`src/rtl/game_flow_ctrl.sv`:
```
// Frame-synchronous game sequencer: owns IDLE/CLEAR/PLAY/PAUSE/OVER/WON, drives game_logic reset and the update tick.
// All outputs registered; update_tick follows its frame_start by one cycle. Optional pause via GAME_PAUSE_EN.
module game_flow_ctrl #(
    parameter int TAIL_W       = 8,
    parameter int BASE_PERIOD  = 8,
    parameter int MIN_PERIOD   = 2,
    parameter int SCORE_STEP   = 4,
    parameter int CLEAR_FRAMES = 2,
    parameter int END_HOLD     = 120
) (
    input  logic              vga_clk,
    input  logic              reset,
    input  logic              frame_start,
    input  logic              start_btn,
    input  logic              game_over,
    input  logic              game_won,
    input  logic [TAIL_W-1:0] tail_count,
    output logic              logic_reset,
    output logic              update_tick,
    output logic [2:0]        game_state,
    output logic              blink,
    output logic [3:0]        period
);

    typedef enum logic [2:0] {
        S_IDLE  = 3'd0,
        S_CLEAR = 3'd1,
        S_PLAY  = 3'd2,
        S_PAUSE = 3'd3,
        S_OVER  = 3'd4,
        S_WON   = 3'd5
    } state_t;

    localparam int FCW = $clog2(CLEAR_FRAMES + 16);
    localparam int HW  = $clog2(END_HOLD + 2);

    state_t             state_q, state_d;
    logic [FCW-1:0]     frame_cnt_q, frame_cnt_d;
    logic [HW-1:0]      hold_q, hold_d;
    logic [3:0]         blink_cnt_q, blink_cnt_d;
    logic               blink_q, blink_d;
    logic [3:0]         period_q, period_d;
    logic               tick_q, tick_d;
    logic               logic_reset_q, logic_reset_d;
    logic               start_prev_q;
    logic               start_rise;
    logic [TAIL_W-1:0]  red;
    logic [3:0]         period_calc;
    logic [FCW-1:0]     clear_cnt_next;

    assign start_rise = start_btn & ~start_prev_q;

    // Saturating period: never drops below MIN_PERIOD, never wraps for large scores.
    always_comb begin
        red = tail_count / TAIL_W'(SCORE_STEP);
        if (red >= TAIL_W'(BASE_PERIOD - MIN_PERIOD)) begin
            period_calc = 4'(MIN_PERIOD);
        end else begin
            period_calc = 4'(BASE_PERIOD) - red[3:0];
        end
    end

    assign clear_cnt_next = frame_cnt_q + FCW'(frame_start);

    always_comb begin
        state_d     = state_q;
        frame_cnt_d = frame_cnt_q;
        hold_d      = hold_q;
        blink_cnt_d = blink_cnt_q;
        blink_d     = blink_q;
        period_d    = period_q;
        tick_d      = 1'b0;

        case (state_q)
            S_IDLE: begin
                blink_d = 1'b0;
                if (start_rise) begin
                    state_d     = S_CLEAR;
                    hold_d      = '0;
                    frame_cnt_d = FCW'(frame_start);
                end
            end
            S_CLEAR: begin
                blink_d = 1'b0;
                if (clear_cnt_next >= FCW'(CLEAR_FRAMES)) begin
                    state_d     = S_PLAY;
                    frame_cnt_d = '0;
                end else begin
                    frame_cnt_d = clear_cnt_next;
                end
            end
            S_PLAY: begin
                blink_d = 1'b0;
                // Exits take priority; a frame_start in the same cycle is dropped, so its tick never fires.
                if (game_over) begin
                    state_d     = S_OVER;
                    hold_d      = '0;
                    blink_cnt_d = '0;
                end else if (game_won) begin
                    state_d     = S_WON;
                    hold_d      = '0;
                    blink_cnt_d = '0;
`ifdef GAME_PAUSE_EN
                end else if (start_rise) begin
                    state_d     = S_PAUSE;
                    blink_cnt_d = '0;
`endif
                end else if (frame_start) begin
                    if (frame_cnt_q == FCW'(period_q - 4'd1)) begin
                        tick_d      = 1'b1;
                        frame_cnt_d = '0;
                        period_d    = period_calc;
                    end else begin
                        frame_cnt_d = frame_cnt_q + FCW'(1);
                    end
                end
            end
`ifdef GAME_PAUSE_EN
            S_PAUSE: begin
                if (start_rise) begin
                    state_d = S_PLAY;
                    blink_d = 1'b0;
                end else if (frame_start) begin
                    blink_cnt_d = blink_cnt_q + 4'd1;
                    if (blink_cnt_q == 4'hF) begin
                        blink_d = ~blink_q;
                    end
                end
            end
`endif
            S_OVER, S_WON: begin
                if (start_rise && (hold_q == HW'(END_HOLD))) begin
                    state_d     = S_CLEAR;
                    hold_d      = '0;
                    blink_d     = 1'b0;
                    frame_cnt_d = FCW'(frame_start);
                end else if (frame_start) begin
                    if (hold_q != HW'(END_HOLD)) begin
                        hold_d = hold_q + HW'(1);
                    end
                    blink_cnt_d = blink_cnt_q + 4'd1;
                    if (blink_cnt_q == 4'hF) begin
                        blink_d = ~blink_q;
                    end
                end
            end
            default: begin
                state_d = S_IDLE;
                blink_d = 1'b0;
            end
        endcase

        logic_reset_d = (state_d == S_IDLE) || (state_d == S_CLEAR);
    end

    always_ff @(posedge vga_clk) begin
        if (reset) begin
            state_q       <= S_IDLE;
            frame_cnt_q   <= '0;
            hold_q        <= '0;
            blink_cnt_q   <= '0;
            blink_q       <= 1'b0;
            period_q      <= 4'(BASE_PERIOD);
            tick_q        <= 1'b0;
            logic_reset_q <= 1'b1;
            start_prev_q  <= 1'b1;
        end else begin
            state_q       <= state_d;
            frame_cnt_q   <= frame_cnt_d;
            hold_q        <= hold_d;
            blink_cnt_q   <= blink_cnt_d;
            blink_q       <= blink_d;
            period_q      <= period_d;
            tick_q        <= tick_d;
            logic_reset_q <= logic_reset_d;
            start_prev_q  <= start_btn;
        end
    end

    assign logic_reset = logic_reset_q;
    assign update_tick = tick_q;
    assign game_state  = state_q;
    assign blink       = blink_q;
    assign period      = period_q;

endmodule

```
`config.mk`:
```
export PLATFORM = sky130hd
export DESIGN_NAME = game_flow_ctrl
export DESIGN_NICKNAME = d
export VERILOG_FILES = /design/src/rtl/game_flow_ctrl.sv
export SDC_FILE = /design/constraint.sdc
export NUM_CORES = 1
export LEC_CHECK = 0
export CAP_MARGIN = 10
export CORE_ASPECT_RATIO = 1.2
export CORE_MARGIN = 2
export CORE_UTILIZATION = 35
export DETAILED_ROUTE_END_ITERATION = 8
export PLACE_DENSITY_LB_ADDON = 0.25
export SETUP_SLACK_MARGIN = 0.2
export SYNTH_ARGS = -nofsm -noshare
export SYNTH_HDL_FRONTEND = slang
export SYNTH_SLANG_ARGS = --single-unit
export TNS_END_PERCENT = 100
```
`constraint.sdc`:
```
create_clock -name vga_clk -period 3.7 [get_ports vga_clk]
set_clock_uncertainty 0.1 [all_clocks]
set_input_delay 0.74 -clock vga_clk [delete_from_list [all_inputs] [get_ports vga_clk]]
set_output_delay 0.74 -clock vga_clk [all_outputs]
set_load 0.02 [all_outputs]
```
==> reports/summary.md, run 1 <==
Entering global routing, the biggest net connects 15 pins. Counting every net in the synthesized netlist gives 232. The maximum level of the CTS H-tree is 1. In this run the cell area of the synthesized design comes to 1700 um^2. Compared with the post-synthesis result, the final layout area differs by 15.4%. The logs give 0 for the post-CTS setup repair buffer count and 281 for the non-filler instance count after layout.

Worst-path maximum fanout: 7. The total of buffers placed on input and output ports was 21; the DRC violation count after routing was 0. Adding up every negative setup slack in the final design gives 0 ns. Count of routing violations after the opening detailed-route iteration: 41. The main flop type after synthesis is sky130_fd_sc_hd__dfxtp_1.

The tools report the static power due to leakage as 0.653 nW. In the layout the commonest cells are sky130_fd_sc_hd__dfxtp_1 (27), sky130_fd_sc_hd__clkdlybuf4s50_1 (21), sky130_fd_sc_hd__nor2_1 (17). The run gives 0 as the number of nets with antenna violations after detailed routing. The cell family with the largest share of critical-path delay is simple AND/OR/NAND/NOR gates.

Gates resized during post-CTS repair numbered 0. Number of clock sinks: 27. The tools report the total count of hold-check failures in the final report as 0. The final HPWL from detailed placement was 2750 um; the remaining global-route overflow was 0. Total I/O pin count: 24.

Power spread over the standard cell area amounts to 284 nW/um^2. The class of the most critical setup path is in -> reg. The floorplan has 27 rows. After clock tree synthesis, the flow added hold-fix buffers numbering 0.

The via total after detailed routing came out at 1544. TritonCTS built the clock tree. For the count of unique library cells instantiated by Yosys, the log shows 47.

The tools report the die footprint as 5440 um^2. The cell count after synthesis came out at 209. After detailed routing, the average wire length per cell comes to 13.0 um.

Global routing consumed, over all layers together, 15.4% of the routing resources. The run gives 277 as the cell count after placement. The initial antenna violation count is 0. The number of buffers and inverters on the critical path works out to 1. The synthesized design contains 0 enable-type register cells. In this run the worst hold path is classified as reg -> reg. The logs give 0 for the final count of pins violating max slew and 351 MHz for the highest attainable clock frequency. For the detailed-router iteration count before antenna repair, the log shows 4. Walking the worst path, the cells encountered are clkdlybuf4s50_1 > ha_1 > ha_1 > xor2_1 > or4_1 > nor2_1 > a221oi_1 > a211oi_1. The clock passes through at most 2 buffers. At the pin with the least slew margin, the transition time is 0.806 ns. The run finished with clean final reports. The final critical path takes up 77.1% of the cycle. Clock tree synthesis inserted a total of 3 buffers.

The die width is 67.7 um, and the synthesized flop and latch total is 27. The end-of-flow core utilization came out at 42.4%. The logs give 3.79 ns for the data required time at the worst endpoint and 247 for the total number of nets in the final design. The leading cell type in the layout, fill and taps excluded is sky130_fd_sc_hd__dfxtp_1. Setup violations remaining at the end of the flow were counted as 0. Total of max-cap violations: 0.

Clock transition time at the flip-flop clock pins of the worst setup and hold paths: 0.09 ns. After detailed routing, the number of vias per cell comes to 5.49. 0 antenna diodes ended up in the layout. A synthesized cell averages 8.15 um^2. On the critical path, the stage with the largest delay is an instance of sky130_fd_sc_hd__clkdlybuf4s50_1. In the final layout, the share of cells above drive strength 1 is 4.93%.

STA classifies the critical path startpoint as a primary input. The run gives 6590 um as the wire length of the first global-routing pass. Of all flip-flops after synthesis, the portion carrying an async set or reset was 0%. The signal arrival time at the worst endpoint was 2.94 ns; the number of global-route vias before repair was 1492.

For this configuration, the core starts out at a cell density of 36.8%. The run gives 0.27 ns as the clock network latency to the later pin of the worst-skew pair. The minimum period implied by the final worst setup slack was 2.85 ns. Setup repair after global routing left no endpoint under its margin.

Across the VDD grid, the largest voltage drop is 0.149 mV. The number of warning messages in the yosys log was 0; the routed wire length was 3660 um. In this design, the stage delay of the slowest critical-path cell is 0.56 ns. The most numerous cell type found on the critical path is sky130_fd_sc_hd__ha_1. Critical path capture point type: a flip-flop.

CTS root buffer: sky130_fd_sc_hd__clkbuf_8. The logs give 0.742 for the weighted congestion reported at the end of routability-driven placement and 44.9% for the worst relative slew slack. Summing the sequential cell areas from Yosys gives 31.7% of the chip area.

The floorplan step defined a core boundary enclosing 4630 um^2. The height of the chip is 80.4 um.
-- registers in the layout, summed over array words and instances (netlist names) --
signal        cells
blink             1
blink_cnt_q       4
frame_cnt_q       5
game_state        3
hold_q            7
logic_reset       1
period            4
start_prev_q      1
update_tick       1
-- power by group --
part	switching, mW	total, mW	leakage, nW	internal (mW)
sequential	0.0104	0.306	0.218	0.296
combinational	0.0409	0.0806	0.412	0.0397
clock	0.0944	0.172	0.0228	0.0773
-- synthesized netlist by cell type (2+ instances only) --
| cell | count | area [um^2] |
|---|---|---|
| sky130_fd_sc_hd__o21ai_0 | 12 | 60.1 |
| sky130_fd_sc_hd__nor2b_1 | 3 | 18.8 |
| sky130_fd_sc_hd__ha_1 | 9 | 113 |
| sky130_fd_sc_hd__o311ai_0 | 2 | 17.5 |
| sky130_fd_sc_hd__a211o_1 | 2 | 17.5 |
| sky130_fd_sc_hd__nor3_1 | 9 | 45.0 |
| sky130_fd_sc_hd__or3b_2 | 2 | 17.5 |
| sky130_fd_sc_hd__xor2_1 | 4 | 35.0 |
| sky130_fd_sc_hd__nand3_1 | 10 | 50.1 |
| sky130_fd_sc_hd__or2_2 | 2 | 12.5 |
| sky130_fd_sc_hd__a22oi_1 | 2 | 15.0 |
| sky130_fd_sc_hd__buf_2 | 5 | 25.0 |
| sky130_fd_sc_hd__nand3b_1 | 3 | 22.5 |
| sky130_fd_sc_hd__nand2b_1 | 6 | 37.5 |
| sky130_fd_sc_hd__a21oi_1 | 13 | 65.1 |
| sky130_fd_sc_hd__xnor2_1 | 9 | 78.8 |
| sky130_fd_sc_hd__buf_6 | 2 | 22.5 |
| sky130_fd_sc_hd__buf_4 | 2 | 15.0 |
| sky130_fd_sc_hd__or4_1 | 3 | 22.5 |
| sky130_fd_sc_hd__or3_1 | 9 | 56.3 |
| sky130_fd_sc_hd__clkbuf_1 | 3 | 11.3 |
| sky130_fd_sc_hd__o211ai_1 | 2 | 15.0 |
| sky130_fd_sc_hd__dfxtp_1 | 27 | 541 |
| sky130_fd_sc_hd__nor2_1 | 17 | 63.8 |
| sky130_fd_sc_hd__nand4_1 | 6 | 37.5 |
| sky130_fd_sc_hd__and3_1 | 3 | 18.8 |
| sky130_fd_sc_hd__a211oi_1 | 5 | 37.5 |
| sky130_fd_sc_hd__nand2_1 | 9 | 33.8 |
| sky130_fd_sc_hd__inv_1 | 10 | 37.5 |
-- per-stage QoR --
step / hold slack [ns] / cell area (um^2) / worst slack [ns] / power (mW)
global route: 0.464 / 1960 / 0.696 / 0.585
CTS: 0.410 / 1960 / 0.840 / 0.566
floorplan: 0.366 / 1700 / 1.24 / 0.365
finish: 0.406 / 1960 / 0.847 / 0.559
global placement: 0.385 / 1920 / 0.579 / 0.394
detailed placement: 0.396 / 1920 / 0.556 / 0.394
-- final timing paths --
kind	start	endpoint	slack (ns)	cells past startpoint
max	frame_start	frame_cnt_q[0]	0.85	8
min	hold_q[5]	hold_q[5]	0.41	2
max reg2reg	period[0]	period[3]	1.09	7
min reg2reg	hold_q[5]	hold_q[5]	0.41	2
-- per-layer routing --
| layer | up-vias | share of wire (%) | track usage, % |
|---|---|---|---|
| li1 | 794 | - | - |
| met1 | 731 | 47 | 18.9 |
| met2 | 14 | 50 | 26.8 |
| met3 | 5 | 2.2 | 2.24 |
| met4 | 0 | 1.4 | 5.51 |
| met5 | - | 0 | 0 |
-- worst reg2reg max path, stage by stage, from the launching register on --
cell and delay (ns):
sky130_fd_sc_hd__dfxtp_1 0.42, sky130_fd_sc_hd__inv_1 0.06, sky130_fd_sc_hd__ha_1 0.24, sky130_fd_sc_hd__nand2b_1 0.16, sky130_fd_sc_hd__a211o_1 0.27, sky130_fd_sc_hd__a2111oi_0 0.70
sky130_fd_sc_hd__nand3_1 0.24, sky130_fd_sc_hd__a211o_1 0.33
-- cells by family (layout without fill, tap and decap cells) --
kind of cell | after synthesis | count (layout) | synth area share [%]
XOR/XNOR | 13 | 13 | 6.69
flip-flops | 27 | 27 | 31.7
adder cells (fa/ha/maj) | 9 | 9 | 6.61
multiplexers | 1 | 1 | 0.588
buffers and inverters | 22 | 36 | 6.54
AO/OA/AOI/OAI | 50 | 50 | 19.8
AND/OR/NAND/NOR | 87 | 87 | 28.1
-- area by class of cell --
| type | instances | area (um^2) |
|---|---|---|
| inverter | 10 | 37.5 |
| fill | 469 | 2660 |
| timing repair buffer | 22 | 218 |
| tap | 58 | 72.6 |
| sequential | 27 | 541 |
| multi-input combinational | 160 | 1050 |
| clock buffer | 4 | 45.0 |
Power figures use the tool's default switching activity.
==> run 2, diff against run 1 <==
==> constraint.sdc (replaced) <==
create_clock -name vga_clk -period 2.55 [get_ports vga_clk]
set_clock_uncertainty 0.1 [all_clocks]
set_input_delay 0.51 -clock vga_clk [delete_from_list [all_inputs] [get_ports vga_clk]]
set_output_delay 0.51 -clock vga_clk [all_outputs]
set_load 0.02 [all_outputs]
==> run 2 against run 1 <==
Clock power up 49%. Core utilization grew 3.2 points. Final cell count increased by 5.7%. Wire length is 1.3% higher. Power is 51% higher. Combinational power increased by 85%. Sequential power up 42%. Worst hold slack improved by 0.0026 ns. Critical path depth down 1. Design area grew 7.6%. Sequential share of layout area is 1.7 points lower. Critical path type is now reg -> reg.
==> reports/summary.md, run 2 (synthesized netlist as in run 1, its figures left out) <==
The run finished with clean final reports. The run gives 1430 (-4.2%) as the number of global-route vias before repair. For the post-route standard cell area excluding fillers, the log shows 2110 um^2 (+7.6%).

Top metal layer carrying routed signals: met4. The logs give 24 (unchanged) for the total I/O pin count and 0.866 (+17%) for the weighted congestion reported at the end of routability-driven placement. The clock network latency to the later pin of the worst-skew pair is 0.28 ns (about the same), and the final count of pins violating max slew is 0 (unchanged).

The number of buffers and inverters on the critical path is 1 (unchanged). The worst relative slew slack came out at 71.2% (+26 points). The tools report the sum of negative setup slack as 0 ns (unchanged). The maximum level of the CTS H-tree is 1 (unchanged), and the height of the chip is 80.4 um (unchanged). The startpoint identified for the worst hold timing path is period[1]. For the total count of hold-check failures in the final report, the log shows 0 (unchanged). The die footprint is 5440 um^2 (unchanged).

The largest registers in the layout are hold_q: 7 flops, frame_cnt_q: 5 flops. The number of cell instances on the worst register-to-register path was 7 (unchanged); the total routing usage reported by global routing was 14.9% (-0.52 points). The power density over the cells was 398 nW/um^2 (+40%). The number of flip-flops under the largest register name was 7 (unchanged); the number of buffers inserted for hold repair after clock tree synthesis was 0 (unchanged). The register with the most flip-flops in the final layout is hold_q. After layout, the minimum clock period comes to 2.33 ns. The largest net degree at the start of global routing was 21 (+6); the DRC violation count after routing was 0 (unchanged). Among all stages on the critical path, the largest delay is contributed by sky130_fd_sc_hd__or4_1. The tools report the final setup violation count as 0 (unchanged).

The run gives 53 (+29%) as the count of routing violations after the opening detailed-route iteration. The area overhead of the layout relative to synthesis is 24.1%. The setup path with the least slack is of type reg -> reg. The worst-path maximum fanout was 5 (-2); the routed length per placed instance was 12.5 um (-4.1%). The die width is 67.7 um (unchanged).

The remaining global-route overflow is 0 (unchanged), and the total of buffers placed on input and output ports is 21 (unchanged). The total of max-cap violations is 0 (unchanged), and the non-filler instance count after layout is 297 (+5.7%). The share of layout cells above drive strength 1 is 15.1% (+10 points), and the clock transition time at the flip-flop clock pins of the worst setup and hold paths is 0.10 ns (about the same).

The wire length of the first global-routing pass came out at 6350 um (-3.7%). The logs give 27 (unchanged) for the number of clock sinks and 0.431 mV (+190%) for the worst vdd rail ir drop. The via total after detailed routing was 1577 (+2.1%). The logs give 292 (+5.4%) for the cell count after placement and 3710 um (+1.3%) for the routed wire length. Per-cell via count in the routed design: 5.31 (-3.4%). The run gives 2.67 ns (-1.12 ns) as the data required time at the worst endpoint.

The path class of the tightest hold or removal check is reg -> reg. The total number of nets in the final design came out at 263 (+6.5%). Leaving out fill and tap cells, the most frequent cells in the layout are sky130_fd_sc_hd__dfxtp_1 (25), sky130_fd_sc_hd__clkdlybuf4s50_1 (20), sky130_fd_sc_hd__buf_4 (17). The worst setup path is launched from a flip-flop.

Number of cells on the worst hold path: 2 (unchanged). The core footprint came out at 4630 um^2 (unchanged). The tools report the diode insertion count for antenna repair as 0 (unchanged). STA classifies the critical path endpoint as a flip-flop.

Broken down by cell family, the worst path's largest delay share belongs to compound AO/OA/AOI/OAI gates. The maximum single-stage delay on the critical path came out at 0.52 ns (-0.04 ns). The detailed-route wire length on metal 1 is 1750 um (+2.6%), and the static power due to leakage is 0.738 nW (+13%). The tools report the number of nets with antenna violations after detailed routing as 0 (unchanged). The root buffer cell chosen for the clock tree is sky130_fd_sc_hd__clkbuf_8. The leading cell type in the layout, fill and taps excluded is sky130_fd_sc_hd__dfxtp_1. The logs give 2.45 ns (-0.49 ns) for the signal arrival time at the worst endpoint and 2040 um^2 (+6.1%) for the cell area after placement. The tools report the row count as 27 (unchanged).

Met2 wire length: 1790 um (-1.9%). The detailed-router iteration count before antenna repair was 4 (unchanged). The run gives 45.7% (+3.2 points) as the end-of-flow core utilization. TritonCTS built the clock tree.

The logs give 36.8% (unchanged) for the initial standard-cell utilization of the core and 115 um (+46%) for the met3 wire length. Setup repair after global routing could not meet its margin everywhere. The share of the clock period used by the worst path was 91.3%. For the final HPWL from detailed placement, the log shows 2820 um (+2.6%). The hold-critical path endpoint was period[1].

The run gives 0.22 ns (-0.87 ns) as the worst-case register-to-register setup slack. Walking the worst path, the cells encountered are inv_1 > ha_2 > nand2b_1 > a211o_1 > a2111o_1 > or4_1 > a21oi_1. The slew at the pin closest to its max-slew limit works out to 0.429 ns (-0.377 ns).

For the initial antenna violation count, the log shows 0 (unchanged). The endpoint identified for the worst register-to-register timing path is period[2]. The number of buffers inserted during clock tree synthesis was 3 (unchanged); the worst-case clock buffer depth was 2 (unchanged). Highest attainable clock frequency: 429 MHz. The launch point of the worst reg-to-reg path is period[0].
[run 2: changes by cell type in the layout (fill, tap and decap cells not counted), sizes merged]
cell	before	now
clkbuf	4	3
inv	10	11
clkdlybuf4s50	21	20
dlygate4sd2	0	1
buf	1	17
[run 2: per-layer routing]
metal / track usage, % / up-vias
li1: - / 826
met1: 18.6 / 723
met2: 25.7 / 21
met3: 3.50 / 7
met4: 2.86 / 0
met5: 0 / -
[run 2: worst register-to-register path: stages (launching register included)]
cell	delay [ns]
sky130_fd_sc_hd__dfxtp_4	0.38
sky130_fd_sc_hd__inv_1	0.05
sky130_fd_sc_hd__ha_2	0.20
sky130_fd_sc_hd__nand2b_1	0.14
sky130_fd_sc_hd__a211o_1	0.28
sky130_fd_sc_hd__a2111o_1	0.46
sky130_fd_sc_hd__or4_1	0.52
sky130_fd_sc_hd__a21oi_1	0.14
[run 2: layout make-up]
class                   instances  area [um^2]
fillers                       458         2510
multi-input cells             160         1070
flip-flops and latches         27          546
repair buffers                 38          337
well taps                      58         72.6
clock buffers                   3         41.3
inverters                      10         37.5
clock inverters                 1         6.26
[run 2: worst max path at each step]
stage / end / slack [ns] / cells after the start / start
final: period[2] / 0.22 / 7 / period[0]
after detailed placement: frame_cnt_q[0] / -0.18 / 8 / frame_start
after global routing: period[2] / 0.16 / 7 / period[0]
after global placement: frame_cnt_q[0] / -0.12 / 8 / frame_start
after floorplan: period[0] / 0.21 / 8 / period[1]
after CTS: period[2] / 0.21 / 7 / period[0]
[run 2: repair_timing]
action / CTS / global route
resized for setup: 3 / 5
setup endpoints to repair: 2 / 10
buffers inserted: 0 / 1
pin swaps: 1 / 2
[run 2: metrics by stage]
step	total power, mW	hold slack (ns)	setup slack [ns]
after floorplan	0.528	0.366	0.212
after global placement	0.588	0.380	-0.125
after detailed placement	0.589	0.389	-0.184
after CTS	0.854	0.404	0.207
after global routing	0.893	0.452	0.155
final	0.841	0.408	0.221
[run 2: power by group]
part	total (mW)	switching, mW	internal, mW
Sequential	0.436	0.00775	0.429
Clock	0.256	0.144	0.112
Combinational	0.149	0.0737	0.0750
